[src/rtl/player_cmd_receiver.sv]
// Player command receiver: 8N1 UART byte receiver feeding a command decoder
// that tracks the player lane and projectile type and emits one-cycle
// fire/valid/error pulses.
module player_cmd_receiver #(
  parameter int unsigned CLKS_PER_BIT = 868
) (
  input  logic       clk,
  input  logic       rst,
  input  logic       rx,
  output logic [3:0] lane,
  output logic       proj_type,
  output logic       fire_pulse,
  output logic       cmd_valid,
  output logic       frame_error,
  output logic       cmd_error
);

  typedef enum logic [1:0] {
    IDLE  = 2'd0,
    START = 2'd1,
    DATA  = 2'd2,
    STOP  = 2'd3
  } state_e;

  // Sample instants expressed as terminal counts of a counter that starts at 0.
  localparam logic [15:0] HALF_M1 = 16'(CLKS_PER_BIT / 2 - 1);
  localparam logic [15:0] FULL_M1 = 16'(CLKS_PER_BIT - 1);
  localparam logic [3:0]  LANE_HOME = 4'd5;
  localparam logic [3:0]  LANE_MAX  = 4'd9;

  state_e      state_q, state_d;
  logic        rx_meta_q, rx_meta_d;
  logic        rx_sync_q, rx_sync_d;
  logic        rx_prev_q, rx_prev_d;
  logic [15:0] cnt_q, cnt_d;
  logic [2:0]  bit_q, bit_d;
  logic [7:0]  shift_q, shift_d;
  logic [3:0]  lane_q, lane_d;
  logic        proj_q, proj_d;
  logic        fire_q, fire_d;
  logic        valid_q, valid_d;
  logic        ferr_q, ferr_d;
  logic        cerr_q, cerr_d;

  logic        start_edge;
  logic        stop_sample;
  logic [3:0]  code;
  logic        bad_cmd;

  // Two-flop synchronizer plus one delayed copy for falling-edge detection.
  always_comb begin
    rx_meta_d = rx;
    rx_sync_d = rx_meta_q;
    rx_prev_d = rx_sync_q;
  end

  assign start_edge = rx_prev_q & ~rx_sync_q;

  // Receiver FSM: next state, baud counter, bit index and shift register.
  always_comb begin
    state_d     = state_q;
    cnt_d       = cnt_q + 16'd1;
    bit_d       = bit_q;
    shift_d     = shift_q;
    stop_sample = 1'b0;
    case (state_q)
      IDLE: begin
        cnt_d = 16'd0;
        if (start_edge) begin
          state_d = START;
          bit_d   = 3'd0;
        end
      end
      START: begin
        if (cnt_q == HALF_M1) begin
          cnt_d   = 16'd0;
          // A line that is high again at mid start bit was only a glitch.
          state_d = rx_sync_q ? IDLE : DATA;
        end
      end
      DATA: begin
        if (cnt_q == FULL_M1) begin
          cnt_d   = 16'd0;
          shift_d = {rx_sync_q, shift_q[7:1]};
          bit_d   = bit_q + 3'd1;
          if (bit_q == 3'd7) begin
            state_d = STOP;
          end
        end
      end
      STOP: begin
        if (cnt_q == FULL_M1) begin
          cnt_d       = 16'd0;
          stop_sample = 1'b1;
          state_d     = IDLE;
        end
      end
      default: begin
        state_d = IDLE;
        cnt_d   = 16'd0;
      end
    endcase
  end

  assign code    = shift_q[3:0];
  assign bad_cmd = (shift_q[7:6] != 2'b00) || (code > LANE_MAX);

  // Command decode at the stop sample; results land one cycle later.
  always_comb begin
    lane_d  = lane_q;
    proj_d  = proj_q;
    fire_d  = 1'b0;
    valid_d = 1'b0;
    ferr_d  = 1'b0;
    cerr_d  = 1'b0;
    if (stop_sample) begin
      if (!rx_sync_q) begin
        ferr_d = 1'b1;
      end else if (bad_cmd) begin
        cerr_d = 1'b1;
      end else begin
        valid_d = 1'b1;
        fire_d  = shift_q[4];
        proj_d  = shift_q[5];
        lane_d  = (code == 4'd0) ? LANE_HOME : code;
      end
    end
  end

  // State registers with synchronous active-low reset.
  always_ff @(posedge clk) begin
    if (!rst) begin
      state_q   <= IDLE;
      rx_meta_q <= 1'b1;
      rx_sync_q <= 1'b1;
      rx_prev_q <= 1'b1;
      cnt_q     <= 16'd0;
      bit_q     <= 3'd0;
      shift_q   <= 8'd0;
      lane_q    <= LANE_HOME;
      proj_q    <= 1'b0;
      fire_q    <= 1'b0;
      valid_q   <= 1'b0;
      ferr_q    <= 1'b0;
      cerr_q    <= 1'b0;
    end else begin
      state_q   <= state_d;
      rx_meta_q <= rx_meta_d;
      rx_sync_q <= rx_sync_d;
      rx_prev_q <= rx_prev_d;
      cnt_q     <= cnt_d;
      bit_q     <= bit_d;
      shift_q   <= shift_d;
      lane_q    <= lane_d;
      proj_q    <= proj_d;
      fire_q    <= fire_d;
      valid_q   <= valid_d;
      ferr_q    <= ferr_d;
      cerr_q    <= cerr_d;
    end
  end

  assign lane        = lane_q;
  assign proj_type   = proj_q;
  assign fire_pulse  = fire_q;
  assign cmd_valid   = valid_q;
  assign frame_error = ferr_q;
  assign cmd_error   = cerr_q;

endmodule

[config.mk]
export PLATFORM = sky130hd
export DESIGN_NAME = player_cmd_receiver
export DESIGN_NICKNAME = d
export VERILOG_FILES = /design/src/rtl/player_cmd_receiver.sv
export SDC_FILE = /design/constraint.sdc
export NUM_CORES = 1
export LEC_CHECK = 0
export ABC_CLOCK_PERIOD_IN_PS = 6000
export BUFFER_PORTS_ARGS = -buffer_cell sky130_fd_sc_hd__buf_2
export CAP_MARGIN = 20
export CORE_MARGIN = 8
export CORE_UTILIZATION = 35
export CTS_CLUSTER_DIAMETER = 150
export CTS_CLUSTER_SIZE = 10
export DETAILED_ROUTE_END_ITERATION = 7
export PLACE_DENSITY = 0.52
export REMOVE_ABC_BUFFERS = 1
export SLEW_MARGIN = 20
export SYNTH_ARGS = -nofsm -noshare
export SYNTH_HDL_FRONTEND = slang
export SYNTH_SLANG_ARGS = --single-unit
export TNS_END_PERCENT = 1
[constraint.sdc]
create_clock -name clk -period 6 [get_ports clk]
set_clock_uncertainty 0.05 [all_clocks]
set_input_delay 0.6 -clock clk [delete_from_list [all_inputs] [get_ports clk]]
set_output_delay 0.6 -clock clk [all_outputs]
set_load 0.03 [all_outputs]
==> flow_summary.ini <==
[status]
status = completed

[routing]
wl_met3_um = 143
vias = 1364
drt_first_iter_violations = 85
wl_per_cell_um = 12.1
finalWirelength_um = 3390
drt-met1-wl_um = 1730
drtAntennaViolNets = 0
wl_met2_um = 1440
drc = 0
highest-signal-layer = met4
via_per_inst = 4.89
first_pass_iters = 4

[logic_synthesis]
synth_edf_count = 0
seq_area_frac_synth = 0.445
async_flop_share = 0
netlist_top_cells_area = dfxtp_1 (44%), nand3_1 (4.1%), nand2_1 (3.5%)
yosysTopAreaCell = dfxtp_1
synth_most_common_cell = dfxtp_1
synth-seq-cells = 41
synth.distinct_cells = 45
synth_common_cells = dfxtp_1 (41), nand2_1 (17), nor2_1 (17)
ys.flop_type = dfxtp_1
synth_top_area_share = 0.445
syn_avg_cell_area_um2 = 9.14
synthCells = 202
ys_warn_count = 0
syn_area_um2 = 1850

[clock_network]
cts_resized = 0
cts_sinks = 41
cts_setup_buffers = 0
clk_pin_slew_ns = 0.07
cts_tree = done
cts_hold_buf = 0
root_buffer = clkbuf_8
clockBufferDepth = 2
numCtsBuffers = 5
clk_latency_ns = 0.29
htreeDepth = 2

[critical_path]
path_cells = or4_4, nor4_4, nand4_2, mux2i_1
r2r-start = cnt_q[12]$_SDFF_PN0_
crit_path_top_delay_cell = nor4_4
rr_endpoint = lane[1]$_SDFFE_PN0P_
critPathMaxStageDelay_ns = 0.65
worstPathArrival_ns = 2.41
setup.worst_path.end = lane[1]$_SDFFE_PN0P_
critPathLaunchType = register
r2r_cells = 4
crit_type = register to register
startpoint = cnt_q[12]$_SDFF_PN0_
cp.required_ns = 6.12
critPathMaxFanout = 13
cp-end-kind = register
rrSetupSlack_ns = 3.71

[timing]
clock.fmax_mhz = 437
min_period_ns = 2.29
setup_viol = 0
fin_tns_setup_ns = 0
rsz0062_at_grt = false
whs_ns = 0.362
hold_viol_final = 0
tightest_slew_ns = 0.685
drv_slew = 0
setup_ws_ns = 3.71
slew_headroom = 0.540
period_share = 0.382

[flow_run]
drv_cap = 0

[pwr]
ir_worst_vdd_v = 0.0000875
p_sw_mw = 0.0995
leakagePower_nw = 0.695
pwr-share-clk = 0.387
seq_power_share = 0.590
swShare = 0.213
power_mw = 0.468
power_density_nw_per_um2 = 231
combPwrFrac = 0.023
p_int_mw = 0.368

[grt]
grt_pass1_vias = 1327
antenna_found_initial = 0
grt_pass1_wl_um = 6120
grt_usage = 0.0987
overflow = 0
grt_max_degree = 32

[floorplanning]
coreArea_um2 = 5110
rows = 26
ios = 12
die-area_um2 = 7850
die_w_um = 88.6
initial_core_util = 0.361
die_y_um = 88.6

[layout]
fillers = 527
final_util = 0.396
fin_nets = 216
antennaDiodeCount = 0
drive_above_1_share = 0.124
area_delta_synth_final_pct = 9.49

[worst_hold_path]
min-delay-start = rx_meta_q$_SDFF_PN1_
hp-class = register to register

[placement]
port_buffers = 11
gp_congestion = 0.749
dp_hpwl_um = 2300
pre_cts_ws_ns = 3.69
==> per-stage QoR <==
stage | std cells | cell area [µm²]
detailed placement | 272 | 1930
finish | 279 | 2020
global placement | 272 | 1930
global route | 279 | 2020
floorplan | 191 | 1790
CTS | 279 | 2020
==> state kept, by name, indices dropped and copies added (netlist names), named ones only <==
register / count
cnt_q: 16
shift_q: 8
lane: 4
bit_q: 3
cmd_error: 1
cmd_valid: 1
fire_pulse: 1
frame_error: 1
proj_type: 1
rx_meta_q: 1
rx_prev_d: 1
rx_prev_q: 1
state_q: 1
==> per-layer routing <==
metal  GRT usage  vias to the layer above
met5           0                        -
met4      0.0461                        0
met3      0.0306                        7
met2       0.155                       16
met1       0.120                      609
li1            -                      732
==> final cells by class <==
type / instances / area [µm²] / area share
well taps: 70 / 87.6 / 0.0433
multi-input cells: 144 / 945 / 0.467
flip-flops and latches: 41 / 821 / 0.406
repair buffers: 11 / 55.1 / 0.0272
inverters: 6 / 22.5 / 0.0111
clock buffers: 6 / 82.6 / 0.0409
clock inverters: 1 / 7.51 / 0.00372
==> worst min path at each step <==
stage          slack [ns]  cells after the start                    to
6_report             0.36                      1  rx_prev_d$_SDFF_PN1_
5_1_grt              0.39                      1  rx_prev_d$_SDFF_PN1_
4_1_cts              0.37                      1  rx_prev_d$_SDFF_PN1_
3_5_place_dp         0.35                      1  rx_prev_d$_SDFF_PN1_
3_3_place_gp         0.34                      1  rx_prev_d$_SDFF_PN1_
2_1_floorplan        0.34                      1  rx_prev_d$_SDFF_PN1_
==> critical path, delay by kind of cell, from the launching register on <==
| kind | cells | cell delay (ns) |
|---|---|---|
| muxes | 1 | 0.20 |
| DFF | 1 | 0.34 |
| and+or+nand+nor | 3 | 1.58 |
==> layout by cell type (no fill, tap or decap), drive strengths merged, types with 3 or more instances in the layout <==
| cell type | count |
|---|---|
| buf | 11 |
| nand4 | 7 |
| dfxtp | 41 |
| nor3 | 3 |
| a21boi | 8 |
| nor2b | 3 |
| nand2 | 17 |
| clkbuf | 6 |
| and3 | 3 |
| nor4 | 4 |
| a21oi | 4 |
| inv | 5 |
| or3 | 3 |
| nor2 | 17 |
| nand3 | 15 |
| nand2b | 5 |
| o21ai | 10 |
| or4 | 4 |
| mux2i | 5 |
| xor2 | 6 |
| ha | 4 |
| o22ai | 3 |
| xnor2 | 5 |
==> power by group through the flow <==
stage | Sequential (mW) | Combinational [mW] | Clock [mW]
after floorplan | 0.282 | 0.00641 | 0
after global placement | 0.283 | 0.0109 | 0
after detailed placement | 0.282 | 0.0109 | 0
after CTS | 0.276 | 0.0110 | 0.190
after global routing | 0.277 | 0.0123 | 0.205
final | 0.276 | 0.0107 | 0.181
==> logic make-up (layout without fill, tap and decap cells) <==
kind of cell / count (synthesis) / after routing / share of synthesized area
multiplexers: 5 / 5 / 0.0271
flip-flops: 41 / 41 / 0.445
adder cells (fa/ha/maj): 4 / 4 / 0.0271
XOR/XNOR: 11 / 11 / 0.0522
buffers and inverters: 17 / 24 / 0.0434
AND/OR/NAND/NOR: 88 / 88 / 0.267
AO/OA/AOI/OAI: 36 / 36 / 0.138
No activity file was read; power rests on OpenSTA's default activity.
